File: src/rtl/mux4_rr_arbiter_pkg.sv
// Shared types and helpers for the four-way round-robin mux arbiter.
// Holds the requester count, the FSM state encoding and an index-to-one-hot helper.
package mux4_rr_arbiter_pkg;

  localparam int ARB_N = 4;

  typedef enum logic {
    ARB_IDLE  = 1'b0,
    ARB_GRANT = 1'b1
  } arb_state_e;

  function automatic logic [ARB_N-1:0] idx_to_onehot(input logic [1:0] idx);
    logic [ARB_N-1:0] oh;
    oh      = '0;
    oh[idx] = 1'b1;
    return oh;
  endfunction

endpackage

File: src/rtl/mux4_rr_arbiter_pick.sv
// rr_pick4: combinational rotate-and-priority-encode.
// Returns the first requester after 'last', wrapping around and ending with 'last' itself.
module rr_pick4
  import mux4_rr_arbiter_pkg::*;
(
  input  logic [ARB_N-1:0] req,
  input  logic [1:0]       last,
  output logic             found,
  output logic [1:0]       idx
);

  logic [1:0] cand;

  // NOTE: every output of this block gets a default before the loop, so no latch can be inferred.
  always_comb begin
    found = 1'b0;
    idx   = 2'd0;
    cand  = 2'd0;
    // Scan from farthest to nearest so the nearest requester after 'last' is written last and wins.
    for (int i = ARB_N; i >= 1; i--) begin
      cand = last + 2'(i);
      if (req[cand]) begin
        found = 1'b1;
        idx   = cand;
      end
    end
  end

endmodule

File: src/rtl/mux4_rr_arbiter.sv
// Round-robin arbiter driving the select lines of a shared 4:1 mux.
// Grants are registered, held while the owner requests, and capped at MAX_HOLD cycles.
module mux4_rr_arbiter
  import mux4_rr_arbiter_pkg::*;
#(
  parameter int MAX_HOLD = 8,
  parameter int HOLD_W   = 4
) (
  input  logic             clk,
  input  logic             rst_n,
  input  logic [ARB_N-1:0] req,
  output logic [ARB_N-1:0] gnt,
  output logic             s1,
  output logic             s0,
  output logic             busy
);

  localparam logic [HOLD_W-1:0] HOLD_LAST = HOLD_W'(MAX_HOLD - 1);

  arb_state_e        state, state_nxt;
  logic [ARB_N-1:0]  gnt_nxt;
  logic [1:0]        sel, sel_nxt;
  logic [1:0]        last, last_nxt;
  logic [HOLD_W-1:0] hold_cnt, hold_cnt_nxt;

  logic       release_grant;
  logic [1:0] pick_last;
  logic       pick_found;
  logic [1:0] pick_idx;

  // While granted, the rotation starts after the current owner, which becomes 'last' on release.
  assign pick_last = (state == ARB_GRANT) ? sel : last;

  rr_pick4 u_pick (
    .req   (req),
    .last  (pick_last),
    .found (pick_found),
    .idx   (pick_idx)
  );

  assign release_grant = !req[sel] || ((MAX_HOLD != 0) && (hold_cnt == HOLD_LAST));

  always_comb begin
    state_nxt    = state;
    gnt_nxt      = gnt;
    sel_nxt      = sel;
    last_nxt     = last;
    hold_cnt_nxt = hold_cnt;
    unique case (state)
      ARB_IDLE: begin
        if (pick_found) begin
          state_nxt    = ARB_GRANT;
          gnt_nxt      = idx_to_onehot(pick_idx);
          sel_nxt      = pick_idx;
          hold_cnt_nxt = '0;
        end
      end
      ARB_GRANT: begin
        if (!release_grant) begin
          hold_cnt_nxt = hold_cnt + HOLD_W'(1);
        end else begin
          last_nxt     = sel;
          hold_cnt_nxt = '0;
          if (pick_found) begin
            gnt_nxt = idx_to_onehot(pick_idx);
            sel_nxt = pick_idx;
          end else begin
            // Select lines keep the last owner so the mux output stays stable while idle.
            state_nxt = ARB_IDLE;
            gnt_nxt   = '0;
          end
        end
      end
      default: state_nxt = ARB_IDLE;
    endcase
  end

  // NOTE: sequential state uses non-blocking assignments so all registers update together at the edge.
  always_ff @(posedge clk or negedge rst_n) begin
    if (!rst_n) begin
      state    <= ARB_IDLE;
      gnt      <= '0;
      sel      <= 2'd0;
      last     <= 2'd3;
      hold_cnt <= '0;
    end else begin
      state    <= state_nxt;
      gnt      <= gnt_nxt;
      sel      <= sel_nxt;
      last     <= last_nxt;
      hold_cnt <= hold_cnt_nxt;
    end
  end

  assign s1   = sel[1];
  assign s0   = sel[0];
  assign busy = |gnt;

endmodule

File: config.mk
export PLATFORM = sky130hd
export DESIGN_NAME = mux4_rr_arbiter
export DESIGN_NICKNAME = d
export VERILOG_FILES = /design/src/rtl/mux4_rr_arbiter_pkg.sv /design/src/rtl/mux4_rr_arbiter_pick.sv /design/src/rtl/mux4_rr_arbiter.sv
export SDC_FILE = /design/constraint.sdc
export NUM_CORES = 1
export LEC_CHECK = 0
export ABC_AREA = 1
export CORE_MARGIN = 2
export CORE_UTILIZATION = 53
export DETAILED_ROUTE_END_ITERATION = 12
export PLACE_DENSITY = 0.75
export SLEW_MARGIN = 20
export SYNTH_ARGS = -nofsm -noshare
export SYNTH_HDL_FRONTEND = slang
export SYNTH_SLANG_ARGS = --single-unit
export TNS_END_PERCENT = 10
File: constraint.sdc
create_clock -name clk -period 4.09 [get_ports clk]
set_input_delay 1.0225 -clock clk [delete_from_list [all_inputs] [get_ports clk]]
set_output_delay 1.0225 -clock clk [all_outputs]
set_load 0.05 [all_outputs]
; ---- Yosys cells after proc, flatten, opt, wreduce, memory -nomap -nowiden
; Cells that the tools add are included.
[classes]
n_lt_le_gt_ge = 7
addsub = 4
eq_ne = 3
muxes = 34
bitwise = 1
reduce_logical = 6
[op_table]
columns = operator, n
row1 = two-way mux 4 bit, 5
row2 = less-than comparator 2 x 3 -> 1 bit (second input constant), 6
row3 = one-hot mux 4 bit (2 select lines), 2
row4 = two-way mux 2 bit, 7
row5 = two-way mux 1 bit, 12
row6 = binary-select mux 1 bit (select 2 bit), 5
row7 = adder 2 bit (second input constant), 2
row8 = adder 4 x 1 -> 4 bit (second input constant), 1
row9 = equality test 4 x 3 -> 1 bit (second input constant), 1
row10 = one-hot mux 2 bit (2 select lines), 1
row11 = AND reduction 2 bit, 2
row12 = OR reduction 4 bit, 1
row13 = adder 2 x 1 -> 2 bit (second input constant), 1
row14 = demux 1 bit (select 2 bit), 1
row15 = greater-or-equal comparator 2 x 1 -> 1 bit (second input constant), 1
row16 = inequality test 2 x 1 -> 1 bit (second input constant), 1
row17 = inequality test 2 bit (second input constant), 1
row18 = one-hot mux 1 bit (2 select lines), 1
row19 = logical AND 1 bit, 1
row20 = logical NOT 1 bit, 1
row21 = logical OR 1 bit, 1
row22 = NOT 1 bit, 1
[word_totals]
inputBits = 6
out_inout_bits = 7
wordCells = 60
ff_bits = 13

; ---- Logic depth before layout (Yosys ltp)
[logic_depth]
depth_word = 14
ltp_mapped = 14
mapped_depth_nobuf = 14

; ---- Cells and area by module
; Synthesis repeated with hierarchy kept, for this count alone.
[unflattened]
cells_unflattened = 137
area_unflattened_um2 = 958.4
[modules_own_cells]
columns = module, area_per_inst_um2, cells_per_inst, seq_area_each_um2, instances
row1 = mux4_rr_arbiter, 711.9, 86, 327.8, 1
row2 = rr_pick4, 246.5, 51, 0.0, 1

; ---- Worst setup path after synthesis
; Ideal clock, no wire load.
[synth_path]
path_type = reg2out
start = reg gnt[1]
end = out busy
n_path_buf = 0
slack_ps = 1685
t_required_ps = 3068
path_stages_with_launch = 2
arrival_time_ps = 1383
path_cell_list = dfrtp_1 -> or4_1
[synth_via]
elab_chain_len = 1
[synth_lines]
columns = item, line_no
row1 = from (decl), mux4_rr_arbiter.sv:12  ; output logic [ARB_N-1:0] gnt,
row2 = from (signal assigned), mux4_rr_arbiter.sv:88  ; gnt <= gnt_nxt;
row3 = OR reduction 4 bit, mux4_rr_arbiter.sv:97  ; assign busy = |gnt;
row4 = to (decl), mux4_rr_arbiter.sv:15  ; output logic busy
; Every way passes these cells.

; ---- Final worst setup path
[layout_path]
start = reg gnt[0]
end = out busy
; Same word-level chain as after synthesis.

==> flow_summary.ini <==
[grt]
grt-ovfl-total = 0
use_met1 = 0.301
grt_use_total = 0.228
grt-busiest-layer = met2
grt_pass1_wl_microns = 3320
grt_pass1_vias = 831
use_met3 = 0.0612
grt_max_degree = 14
grt_use_met2 = 0.374
antenna_found_initial = 0

[cts]
cts_root_buf = clkbuf_4
clockBufferDepth = 2
cts_max_level = 1
cts.sinks = 13
cts_tree = done
cts_resized = 0
cts_buffers = 3
cts.clk_slew.worst_paths_ns = 0.08
post_cts_buffers = 0
cts_hold_buf = 0
clk_latency_ns = 0.27

[routing]
detail-route-antenna-nets = 0
drc = 0
drt_iter0_markers = 11
vias = 862
vias_per_cell = 5.29
first_pass_iters = 4
routed_wl_microns = 1880
avgRoutedWirePerCell_microns = 11.5

[layout]
multi_input_area_sq_um = 478
nFillCells = 138
antenna_cells = 0
drive_above_1_share = 0.109
nNetsFinal = 155
final_cell_mix = nand2_1 (55), o21ai_0 (16), inv_1 (15), nand3_1 (12), clkdlybuf4s50_1 (12)
final_common_cell = nand2_1
area_growth_pct = 19.1
seq_area_sq_um = 328

[floorplanning]
row_count = 14
core_sq_mm = 0.00152
pin_count = 13
die_w_microns = 44.5
die-area_sq_mm = 0.00198
die_h_microns = 44.5
start_util = 0.571

[critical_path]
worst_r2r_endpoint = gnt[3]
worstPathMaxFanout = 3
reg2reg_from = sel[0]
endpoint_kind = output pin
r2r_slack_ns = 2.25
r2r_cells = 10
cp.arrival_ns = 1.88
required_ns = 3.07
startpoint = gnt[0]
critPathKind = flip-flop to output pin
cp-start-kind = flip-flop
critPathCapture = busy

[placed_design]
gp_congestion = 0.808
port_buffers = 12
hpwl_microns = 1480

[timing]
fin_crit_sh = 0.710
max_freq_mhz = 344
worst_pin_slew_ns = 0.575
hold_violations = 0
setup_viol = 0
relSlewSlack = 0.616
tns_ns = 0
clock_skew_ns = 0.00688
maxSlewViolCount = 0
layout_min_cycle_time_ns = 2.90
rsz0062_at_grt = false

[synth]
ys_types = 18
synth_nets = 138
ys_ff_latch = 13
ys_warn_count = 0
syn_area_sq_um = 870
postSynthCellCount = 131
syn-mean-instance-area_sq_um = 6.64
seq_area_frac_synth = 0.377

[status]
outcome = finished, final reports clean

[flow_run]
cap_violations = 0

[worst_hold_path]
holdCritPathClass = flip-flop to flip-flop
## synth_stat cells
master | number | share of area
xor2_1 | 1 | 0.010
dfrtp_1 | 11 | 0.32
nand2_2 | 5 | 0.036
nor2_1 | 3 | 0.013
a21oi_1 | 1 | 0.0057
nand3_2 | 1 | 0.012
ha_1 | 1 | 0.014
nor2_2 | 1 | 0.0072
a22o_1 | 1 | 0.010
nand2_4 | 2 | 0.026
nand2_1 | 55 | 0.24
dfstp_2 | 2 | 0.060
a21boi_0 | 1 | 0.0086
inv_2 | 2 | 0.0086
or4_1 | 1 | 0.0086
nand3_1 | 12 | 0.069
o21ai_0 | 16 | 0.092
inv_1 | 15 | 0.065
## through the flow
step	setup WS [ns]	util	hold WS, ns	std cells	cell area, sq um
after floorplan	1.69	-	0.474	131	870
after global routing	1.14	0.680	0.545	163	1040
after global placement	1.33	0.663	0.488	159	1010
final	1.19	0.680	0.513	163	1040
after CTS	1.17	0.680	0.511	163	1040
after detailed placement	1.25	0.663	0.500	159	1010
## routing by layer
layer	share of wire	vias to the layer above	wire [microns]
li1	-	447	-
met5	0	-	0
met1	0.50	394	929
met4	0.0032	0	6
met3	0.049	2	91
met2	0.45	19	848
## critical path, cell delays in order, from the launching register on
cell and delay (ns):
dfrtp_1 0.39, or4_1 0.50, clkdlybuf4s50_1 0.71
## how the worst min path moves through the flow
stage,startpoint,endpoint,slack (ns),cells past startpoint
5_1_grt,last[1],last[1],0.54,2
4_1_cts,last[1],last[1],0.51,2
3_3_place_gp,last[1],last[1],0.49,2
6_report,last[1],last[1],0.51,2
3_5_place_dp,last[1],last[1],0.50,2
2_1_floorplan,last[1],last[1],0.47,2
## sequential cells by signal (all words and copies together) (netlist names)
signal	count
gnt	4
hold_cnt	4
last	2
sel	2
state	1
## layout make-up
cell class | count | share of cell area
well taps | 16 | 0.0193
clock buffers | 4 | 0.0254
multi-input cells | 101 | 0.461
flip-flops and latches | 13 | 0.316
repair buffers | 12 | 0.116
inverters | 17 | 0.0616
## cell families (layout without fill, tap and decap cells)
family | Yosys count | in the layout | share of synthesized area
AOI/OAI and AO/OA | 19 | 19 | 0.117
and+or+nand+nor | 80 | 80 | 0.409
adders and majority gates | 1 | 1 | 0.0144
xor gates and xnor gates | 1 | 1 | 0.0101
buffers and inverters | 17 | 33 | 0.0734
DFF | 13 | 13 | 0.377
Power is left out: the tool's default activity adds up to more than one toggle a clock period on the data nets, which glitch-free logic cannot reach.
